**src/rtl/bus_pkg.sv**
```systemverilog
// Shared constants and helpers for the round-robin bus multiplexer family.
package bus_pkg;

  localparam int BUS_WIDTH  = 4;
  localparam int BUS_NUM_IN = 4;

  localparam int ARB_RR    = 0;
  localparam int ARB_FIXED = 1;

  // Ceiling log2 for tools that lack a usable $clog2; returns at least 1.
  function automatic int clog2(input int value);
    int result;
    int remaining;
    result    = 0;
    remaining = value - 1;
    while (remaining > 0) begin
      result    = result + 1;
      remaining = remaining >> 1;
    end
    if (result == 0) result = 1;
    return result;
  endfunction

endpackage

```
**src/rtl/bus_rr_arbiter.sv**
```systemverilog
// Combinational arbiter: picks one requester, either round-robin from ptr
// or lowest index first, and returns a one-hot grant plus its index.
module bus_rr_arbiter
  import bus_pkg::*;
#(
  parameter int NUM_IN     = BUS_NUM_IN,
  parameter int SEL_W      = $clog2(NUM_IN),
  parameter int FIXED_PRIO = ARB_RR
) (
  input  logic [NUM_IN-1:0] req,
  input  logic [SEL_W-1:0]  ptr,
  input  logic              en,
  output logic [NUM_IN-1:0] grant,
  output logic [SEL_W-1:0]  grant_idx
);

  logic             found;
  logic [SEL_W:0]   cand;

  // Scan candidates starting at ptr (or 0 in fixed mode) and take the first
  // requester; the grant vector is only driven when the caller enables it.
  always_comb begin
    found     = 1'b0;
    grant_idx = '0;
    grant     = '0;
    cand      = '0;
    for (int k = 0; k < NUM_IN; k++) begin
      if (FIXED_PRIO == ARB_FIXED) begin
        cand = (SEL_W+1)'(k);
      end else begin
        cand = {1'b0, ptr} + (SEL_W+1)'(k);
        if (cand >= (SEL_W+1)'(NUM_IN)) cand = cand - (SEL_W+1)'(NUM_IN);
      end
      if (!found && req[cand[SEL_W-1:0]]) begin
        found     = 1'b1;
        grant_idx = cand[SEL_W-1:0];
      end
    end
    if (en && found) grant[grant_idx] = 1'b1;
  end

endmodule

```
**src/rtl/bus_rr_mux.sv**
```systemverilog
// N-to-1 bus multiplexer with round-robin or fixed-priority arbitration and
// a registered valid/ready output stage. out_ready reaches in_ready
// combinationally; in_valid never reaches out_valid combinationally.
module bus_rr_mux
  import bus_pkg::*;
#(
  parameter int WIDTH      = BUS_WIDTH,
  parameter int NUM_IN     = BUS_NUM_IN,
  parameter int SEL_W      = $clog2(NUM_IN),
  parameter int FIXED_PRIO = ARB_RR
) (
  input  logic                    clk,
  input  logic                    rst_n,
  input  logic [NUM_IN-1:0]       in_valid,
  input  logic [NUM_IN*WIDTH-1:0] in_data,
  output logic [NUM_IN-1:0]       in_ready,
  output logic                    out_valid,
  output logic [WIDTH-1:0]        out_data,
  output logic [SEL_W-1:0]        out_sel,
  input  logic                    out_ready
);

  logic [SEL_W-1:0] ptr;
  logic [SEL_W-1:0] grant_idx;
  logic [WIDTH-1:0] sel_data;
  logic             load_en;
  logic             any_req;
  logic             arb_en;

  // The slot can take a word when empty or when its word leaves this cycle.
  // Grants are suppressed while reset is held so nothing looks accepted.
  assign load_en  = !out_valid || out_ready;
  assign any_req  = |in_valid;
  assign arb_en   = load_en && rst_n;
  assign sel_data = in_data[int'(grant_idx)*WIDTH +: WIDTH];

  bus_rr_arbiter #(
    .NUM_IN     (NUM_IN),
    .SEL_W      (SEL_W),
    .FIXED_PRIO (FIXED_PRIO)
  ) u_arbiter (
    .req       (in_valid),
    .ptr       (ptr),
    .en        (arb_en),
    .grant     (in_ready),
    .grant_idx (grant_idx)
  );

  // Output register and round-robin pointer: load on accept, empty when
  // idle, hold everything while the consumer stalls.
  always_ff @(posedge clk or negedge rst_n) begin
    if (!rst_n) begin
      out_valid <= 1'b0;
      out_data  <= '0;
      out_sel   <= '0;
      ptr       <= '0;
    end else if (load_en) begin
      if (any_req) begin
        out_valid <= 1'b1;
        out_data  <= sel_data;
        out_sel   <= grant_idx;
        ptr       <= (grant_idx == SEL_W'(NUM_IN-1)) ? '0 : grant_idx + 1'b1;
      end else begin
        out_valid <= 1'b0;
      end
    end
  end

endmodule

```
**config.mk**
```make
export PLATFORM = sky130hd
export DESIGN_NAME = bus_rr_mux
export DESIGN_NICKNAME = d
export VERILOG_FILES = /design/src/rtl/bus_pkg.sv /design/src/rtl/bus_rr_arbiter.sv /design/src/rtl/bus_rr_mux.sv
export SDC_FILE = /design/constraint.sdc
export NUM_CORES = 1
export LEC_CHECK = 0
export BUFFER_PORTS_ARGS = -buffer_cell sky130_fd_sc_hd__buf_2
export CORE_MARGIN = 3
export CORE_UTILIZATION = 42
export DETAILED_ROUTE_END_ITERATION = 6
export HOLD_SLACK_MARGIN = 0.15
export PLACE_DENSITY = 0.79
export RECOVER_POWER = 50
export SYNTH_ARGS = -nofsm -noshare
export SYNTH_HDL_FRONTEND = slang
export SYNTH_SLANG_ARGS = --single-unit
```
**constraint.sdc**
```tcl
create_clock -name clk -period 2.1 [get_ports clk]
set_input_delay 0 -clock clk [delete_from_list [all_inputs] [get_ports clk]]
set_output_delay 0 -clock clk [all_outputs]
set_load 0.01 [all_outputs]
```
-- Word-level counts from Yosys, hierarchy flattened
Index checks and enable logic that the tools add are counted.
W data, S select, Z words.
- output and inout port bits: 11
- input bits: 23
- bits in latches: 0
- RAM bits: 0
- memory bits (read-only): 0
- flip-flop bits (word level): 9
- word-level logic and storage cells: 62
- memories kept: 0
- divide/modulo/power cells: 0
- multipliers: 0
- equality and inequality tests: 1
- shift-type cells: 1
- muxes and demuxes: 25
- reductions and logical operators: 13
- bitwise operators: 0
- order comparisons: 10
- $add $sub $neg: 8
- operator list (kind ; count):
    $mux W2 ; 9
    $shiftx A16 B5 Y4 ; 1
    $lt A2 B3 Y1 const B ; 5
    $mux W1 ; 10
    $ge A3 B3 Y1 const B ; 3
    $bmux W1 S2 ; 4
    $sub A2 B1 Y2 const B ; 4
    $add A2 B2 Y3 const B ; 2
    $logic_and A1 B1 Y1 ; 6
    $logic_not A1 Y1 ; 4
    $mux W4 ; 1
    $reduce_or A4 Y1 ; 1
    $add A2 B1 Y3 const B ; 1
    $ge A2 B3 Y1 const B ; 1
    $add A2 B1 Y2 const B ; 1
    $demux W1 S2 ; 1
    $eq A2 B2 Y1 const B ; 1
    $ge A2 B1 Y1 const B ; 1
    $reduce_and A2 Y1 ; 1
    $logic_or A1 B1 Y1 ; 1

-- Longest topological paths before layout
Gate-level depths: netlist of run 1.
- depth in word-level cells: 19
- mapped depth: 9
- gate-level depth less buffers: 8

-- Hierarchy
Synthesis of run 1 repeated with hierarchy kept, for this count alone.
- cells, all modules: 49
- area total of the unflattened synthesis: 636.9 um2
- modules (own cells, without submodules) (module ; cells each ; area each (um2) ; times used ; seq. area each (um2)):
    bus_rr_mux ; 30 ; 501.7 ; 1 ; 225.2
    bus_rr_arbiter ; 19 ; 135.1 ; 1 ; 0.0

-- Worst setup path before layout of run 1
Ideal clock, no wire load.
- path type: reg-to-reg
- start point: register ptr[1]
- end point: register ptr[1]
- required time: 1983 ps
- stages on the path, launching flop included: 9
- arrival: 1665 ps
- library setup time: 117 ps
- path buffers: 1
- period minus slack after synthesis: 1782 ps
- setup slack: 318 ps
- cells stage by stage: dfrtp_1 -> buf_4 -> a21oi_1 -> o21a_1 -> o22ai_1 -> clkinv_1 -> ha_1 -> nand2_1 -> nand2_1
- longest elaborated chain between the ends: 16
- elaborated cells between the ends (all ways): 39
- classes of those cells: add/sub: 8; order compare: 4; eq/ne: 1; mux: 20; reduce/logical: 6
- RTL lines (element ; line ; RTL):
    start, declared ; bus_rr_mux.sv:23 ; logic [SEL_W-1:0] ptr;
    start signal, assigned ; bus_rr_mux.sv:62 ; ptr <= (grant_idx == SEL_W'(NUM_IN-1)) ? '0 : grant_idx + 1'b1;
    branches (longest 13 deep; another with $add A2 B1 Y3) ; - ;
    $mux W2 (*) ; bus_rr_arbiter.sv:34 ; if (!found && req[cand[SEL_W-1:0]]) begin
    $add A2 B1 Y2 / $eq A2 B2 Y1 (equally long branches) ; bus_rr_mux.sv:62 ;
    $mux W2 (*) ; bus_rr_mux.sv:62 ;
Every way passes the cells marked *. The select of a mux whose other input is x is not followed.
A chain may end at the register's enable or synchronous reset.

-- Worst setup path after layout of run 1
- start point: register ptr[1]
- end point: register out_data[0]
- longest elaborated chain between the ends: 15
- elaborated cells between the ends (all ways): 37
- classes of those cells: add/sub: 7; order compare: 4; shift: 1; mux: 19; reduce/logical: 6
- RTL lines (element ; line ; RTL):
    branches (longest 13 deep; another with $add A2 B1 Y3) ; - ;
    $mux W2 (*) ; bus_rr_arbiter.sv:34 ;
    $shiftx A16 B5 Y4 (*) ; bus_rr_mux.sv:35 ; assign sel_data = in_data[int'(grant_idx)*WIDTH +: WIDTH];
    end signal, assigned ; bus_rr_mux.sv:60 ; out_data <= sel_data;
    end, declared ; bus_rr_mux.sv:18 ; output logic [WIDTH-1:0] out_data,
Marks and branches as above.

==> results of run 1 <==
[layer usage]
layer	vias to the layer above	GRT usage, %	share of wire, %	wire (um)
met1	327	25.4	39	755
met4	0	16.9	3.6	69
met5	-	0	0	0
li1	365	-	-	-
met3	6	2.44	3.9	76
met2	22	35.8	54	1040
[metrics by stage]
step / cell area, um2 / setup WS, ps
after floorplan: 609 / 318
after global placement: 773 / 187
after detailed placement: 773 / 120
after CTS: 932 / 76.6
after global routing: 967 / 49.1
final: 967 / 152
[area by class of cell]
type,count,area (um2),area share (%)
Clock buffer,3,22.5,2.33
Clock inverter,1,5.00,0.517
Inverter,6,22.5,2.33
Multi-Input combinational cell,51,335,34.7
Sequential cell,9,225,23.3
Tap cell,15,18.8,1.94
Timing Repair Buffer,53,338,34.9
[report_power, final]
part           switching [mW]  internal (mW)  leakage [nW]
combinational           0.235          0.229         0.389
clock                  0.0636         0.0703        0.0177
sequential             0.0516          0.234         0.107
[placed cells by master (no fill, tap or decap), drive strengths merged]
master	synthesis	final
buf	3	32
dlygate4sd3	0	13
nor3	11	11
clkbuf	1	11
mux2i	9	9
nand2	9	9
dfrtp	9	9
inv	5	6
o21ai	4	4
a211o	4	4
a21oi	3	3
o21a	1	1
o22ai	1	1
nor3b	1	1
a221oi	1	1
nor4	1	1
a21bo	1	1
a221o	1	1
nor2	1	1
a21o	1	1
nand3	1	1
ha	1	1
clkinv	1	1
[kinds of logic (layout without fill, tap and decap cells)]
| group | count (synthesis) | count (layout) | share of synthesized area (%) |
|---|---|---|---|
| AOI/OAI and AO/OA | 17 | 17 | 19.7 |
| and+or+nand+nor | 24 | 24 | 18.3 |
| DFF | 9 | 9 | 37.0 |
| muxes | 9 | 9 | 14.8 |
| adders and majority gates | 1 | 1 | 2.05 |
| buffers and inverters | 10 | 63 | 8.21 |
[what timing repair did]
item,4_1_cts,5_1_grt
setup endpoints to repair,1,1
hold endpoints to repair,14,0
gates resized for setup,1,1
buffers inserted,0,6
hold buffers,13,0
pin swaps,0,1
[critical path, stage by stage, from the launching register on]
cell     delay [ps]
dfrtp_1         470
a21bo_2         230
a221o_2         410
buf_4           170
mux2i_1         170
nor3_1           80
a211o_1         290
[worst paths after layout]
check	startpoint	endpoint	slack (ps)	cells after the start
min in group asynchronous	rst_n	out_data[2]$_DFFE_PN0P_	800	3
max	ptr[1]$_DFFE_PN0P_	out_data[0]$_DFFE_PN0P_	150	6
min	in_data[15]	out_data[3]$_DFFE_PN0P_	150	4
max reg2reg	ptr[1]$_DFFE_PN0P_	out_data[0]$_DFFE_PN0P_	150	6
min reg2reg	out_data[2]$_DFFE_PN0P_	out_data[2]$_DFFE_PN0P_	480	1
max in group asynchronous	rst_n	out_data[3]$_DFFE_PN0P_	990	3
[sequential cells by signal, indices dropped and copies added, names as in the netlist]
| register | cells |
|---|---|
| out_data | 4 |
| out_sel | 2 |
| ptr | 2 |
| out_valid | 1 |
==> flow_summary_export.csv, run 1 <==
group,metric,value,unit
status,status,"finished clean",
timing,hold_ws,146,ps
routing,remaining_drc_errors,0,
floorplan,die_h,44.1,um
logic_synthesis,syn_avg_cell_area,8.70,um2
timing,finalCriticalPeriod,1950,ps
routing,wl_per_cell,14.1,um
worst_setup_path,path_max_fanout,8,
logic_synthesis,ys_ff_latch,9,
worst_setup_path,end_kind,"register",
timing,fmax,0.513,GHz
logic_synthesis,synth_seq_area_share,37.0,%
logic_synthesis,synth.top_cell.area_share,37.0,%
global_routing,overflow,0,
routing,drtPass1Iterations,4,
power_and_ir_drop,power.total,884,uW
cells_and_area,fillers,109,
global_routing,grt_pass1_wl,3.04,mm
logic_synthesis,synth_cell_types,24,
floorplan,pin_count,34,
power_and_ir_drop,p_per_area,914,nW/um2
cts,cts.sinks,9,
timing,tns,0,ps
cells_and_area,fin_nets,148,
logic_synthesis,synth_area,609,um2
cts,cts_buffer_depth,2,
timing,max_slew.worst_pin.slew,512,ps
power_and_ir_drop,p_leak,0.514,nW
global_routing,grt_usage,21.7,%
worst_setup_path,critPathArrivalTime,2090,ps
global_routing,antenna_found_initial,0,
cts,cts_max_level,1,
global_routing,grt_start_max_net_pins,18,
timing,rsz0062_at_grt,"false",
floorplan,die_area,1940,um2
timing,setup_viol,0,
power_and_ir_drop,ir_worst_vdd,791,uV
routing,wirelength,1.94,mm
timing,slew-limit-headroom,65.6,%
cells_and_area,utilization,72.5,%
cts,cts_tree,"yes",
routing,drtAntennaViolNets,0,
placement,dpl.hpwl,1.18,mm
timing,slew_violations,0,
logic_synthesis,syn_inst,70,
logic_synthesis,ys_top_cells_by_area,"dfrtp_1, mux2i_1, nor3_1",
timing,fin_skew,0.381,ps
cts,clk_pin_slew_worst_paths,60,ps
global_routing,grt_pass1_vias,681,
worst_setup_path,required,2240,ps
cells_and_area,drive_above_1_share,31.7,%
logic_synthesis,synth_edf_count,0,
logic_synthesis,synth-async-reset-ratio,100,%
cts,root_buffer,"clkbuf_4",
floorplan,rows,13,
logic_synthesis,synth_top_cell_by_area,"dfrtp_1",
logic_synthesis,synth_common_cells,"nor3_1, dfrtp_1, mux2i_1, nand2_1, inv_1",
cells_and_area,syn2layout_area_growth,58.7,%
floorplan,start_util,45.7,%
worst_setup_path,startpoint_type,"register",
timing,hold_viol,0,
hold_path,hold_class,"primary input to register",
cts,cts_made_buffers,3,
worst_setup_path,path_class,"register to register",
cells_and_area,finalNonFillerCells,138,
routing,drt_iter0_markers,10,
logic_synthesis,yosysWarnings,0,
routing,via_per_inst,5.22,
cells_and_area,diodes,0,
placement,gp_congestion,0.776,
logic_synthesis,synth_ff_type,"dfrtp_1",
logic_synthesis,synth.most_common_cell,"nor3_1",
placement,port_buffers,33,
timing,finalCritPeriodShare,92.8,%
logic_synthesis,synth_nets,94,
cts,clk_latency,260,ps
floorplan,core_area,1330,um2
placement,placedCellCount,115,
routing,vias,720,
floorplan,fp.dieW,44.1,um
flow_run,maxCapViolations,0,
No activity file was read; power rests on OpenSTA's default activity.
==> run 2, diff against run 1 <==
--- a/config.mk
+++ b/config.mk
@@ -11,7 +11,7 @@
 export DETAILED_ROUTE_END_ITERATION = 6
 export HOLD_SLACK_MARGIN = 0.15
 export PLACE_DENSITY = 0.79
-export RECOVER_POWER = 50
 export SYNTH_ARGS = -nofsm -noshare
 export SYNTH_HDL_FRONTEND = slang
 export SYNTH_SLANG_ARGS = --single-unit
+export TNS_END_PERCENT = 1
==> flow_summary_export.csv, run 2 (synthesized netlist as in run 1, its figures left out) <==
group,metric,value,unit
floorplan,fp.dieW,44.1,um
global_routing,grt_start_max_net_pins,18,
flow_run,maxCapViolations,0,
worst_setup_path,startpoint_type,"register",
timing,fin_skew,1.38,ps
power_and_ir_drop,combPwrFrac,53.2,%
floorplan,die_h,44.1,um
cells_and_area,layout_commonest_cell,"buf_2",
power_and_ir_drop,p_leak,0.537,nW
cells_and_area,top_register,"out_data",
cells_and_area,fin_nets,148,
floorplan,core_area,1330,um2
cts,clk_latency,260,ps
routing,drt_iter0_markers,8,
routing,remaining_drc_errors,0,
routing,drtAntennaViolNets,0,
cells_and_area,largestRegisters,"out_data (4), out_sel (2), ptr (2)",
power_and_ir_drop,ir_worst_vdd,812,uV
cells_and_area,drive_above_1_share,38.2,%
worst_setup_path,end_kind,"register",
floorplan,pin_count,34,
worst_setup_path,critPathArrivalTime,2090,ps
timing,tns,0,ps
global_routing,met2_usage,35.8,%
floorplan,die_area,1940,um2
cts,cts.sinks,9,
routing,vias,725,
timing,hold_viol,0,
worst_setup_path,required,2240,ps
timing,setup_viol,0,
routing,drtPass1Iterations,4,
routing,wl_per_cell,14.2,um
global_routing,overflow,0,
global_routing,gr-usage-met3,2.44,%
timing,slew-limit-headroom,65.8,%
placement,post-place-ws,120,ps
worst_setup_path,worst_path_max_delay_cell,"dfrtp_1",
placement,placed_cell_area,773,um2
cts,clk_pin_slew_worst_paths,70,ps
global_routing,grt_usage,21.7,%
global_routing,top_usage_layer,"met2",
cells_and_area,finalNonFillerCells,138,
power_and_ir_drop,p_per_area,918,nW/um2
floorplan,rows,13,
placement,port_buffers,33,
placement,gp_congestion,0.776,
worst_setup_path,path_delay_family,"compound AO/OA/AOI/OAI gates",
timing,finalCritPeriodShare,92.9,%
power_and_ir_drop,pwr-share-seq,31.7,%
cts,root_buffer,"clkbuf_4",
power_and_ir_drop,pwr-share-clk,15.0,%
timing,finalCriticalPeriod,1950,ps
cells_and_area,diodes,0,
cts,cts_max_level,1,
cells_and_area,final_cell_mix,"buf_2, dlygate4sd3_1, nor3_1",
cells_and_area,syn2layout_area_growth,60.4,%
global_routing,grt_pass1_wl,3.04,mm
worst_setup_path,path_max_fanout,8,
timing,rsz0062_at_grt,"false",
timing,timing.final.ws_setup,149,ps
worst_setup_path,slowest_delay,470,ps
global_routing,grt_pass1_vias,681,
power_and_ir_drop,power.total,897,uW
cts,cts_tree,"yes",
cells_and_area,final_cell_area,977,um2
hold_path,hold_class,"primary input to register",
status,status,"finished clean",
cts,cts_buffer_depth,2,
placement,dpl.hpwl,1.18,mm
worst_setup_path,crit_buf_inv,1,
floorplan,start_util,45.7,%
placement,placedCellCount,115,
routing,via_per_inst,5.25,
worst_setup_path,path_class,"register to register",
global_routing,antenna_found_initial,0,
cts,cts_made_buffers,3,
power_and_ir_drop,sw_frac_of_total,39.2,%
timing,max_slew.worst_pin.slew,508,ps
global_routing,met1_usage,25.4,%
worst_setup_path,cp_cell_sequence,"a21bo_2 -> a221o_2 -> buf_4 -> mux2i_1 -> nor3_1 -> a211o_1",
cells_and_area,largest_reg_flops,4,
timing,fmax,0.512,GHz
power_and_ir_drop,p_int,545,uW
routing,wirelength,1.96,mm
timing,slew_violations,0,
power_and_ir_drop,p_sw,351,uW
run 2: cell count changes in the layout (fill, tap and decap cells not counted), sizes merged:
cell and change:
clkbuf -8, buf +8
run 2: metal layers:
| layer | vias up | part of all wire (%) | routed length [um] |
|---|---|---|---|
| li1 | 361 | - | - |
| met1 | 334 | 39 | 765 |
| met2 | 24 | 53 | 1040 |
| met3 | 6 | 4.5 | 89 |
| met4 | 0 | 3.5 | 69 |
| met5 | - | 0 | 0 |
run 2: path summary, 6_finish.rpt:
| check | cells after the start | slack [ps] | endpoint | startpoint |
|---|---|---|---|---|
| worst max-delay path | 6 | 150 | out_data[0]$_DFFE_PN0P_ | ptr[1]$_DFFE_PN0P_ |
| worst min-delay path | 4 | 140 | out_data[3]$_DFFE_PN0P_ | in_data[15] |
| worst max register to register | 6 | 150 | out_data[0]$_DFFE_PN0P_ | ptr[1]$_DFFE_PN0P_ |
| worst min register to register | 1 | 480 | out_data[2]$_DFFE_PN0P_ | out_data[2]$_DFFE_PN0P_ |
| max in group asynchronous | 3 | 1030 | out_data[1]$_DFFE_PN0P_ | rst_n |
| min in group asynchronous | 3 | 770 | ptr[0]$_DFFE_PN0P_ | rst_n |
run 2: area by class of cell:
| type | instances | area [um2] |
|---|---|---|
| Clock buffer | 3 | 22.5 |
| Clock inverter | 1 | 5.00 |
| Fill cell | 104 | 357 |
| Inverter | 6 | 22.5 |
| Multi-Input combinational cell | 51 | 335 |
| Sequential cell | 9 | 225 |
| Tap cell | 15 | 18.8 |
| Timing Repair Buffer | 53 | 348 |
run 2: worst reg2reg max path: stages (launching register included):
cell	delay, ps
dfrtp_1	470
a21bo_2	230
a221o_2	410
buf_4	170
mux2i_1	170
nor3_1	80
a211o_1	290
run 2: through the flow:
step	hold slack (ps)	utilization [%]
2_1_floorplan	-296	-
3_3_place_gp	-130	58.0
3_5_place_dp	-131	58.0
4_1_cts	151	69.9
5_1_grt	184	73.3
6_report	145	73.3
run 2: timing repair:
| item | 4_1_cts | 5_1_grt |
|---|---|---|
| gates resized for setup | 1 | 1 |
| buffers inserted | 0 | 6 |
| gates cloned | 0 | 0 |
| hold buffers | 13 | 0 |
| endpoints found under the hold margin | 14 | 0 |
| pin swaps | 0 | 1 |
| setup endpoints to repair | 1 | 1 |
run 2: power by group through the flow:
stage	sequential, mW	clock (mW)	combinational, mW
3_5_place_dp	0.283	0	0.386
3_3_place_gp	0.279	0	0.374
6_report	0.285	0.135	0.477
5_1_grt	0.292	0.147	0.523
4_1_cts	0.281	0.140	0.406
2_1_floorplan	0.287	0	0.272
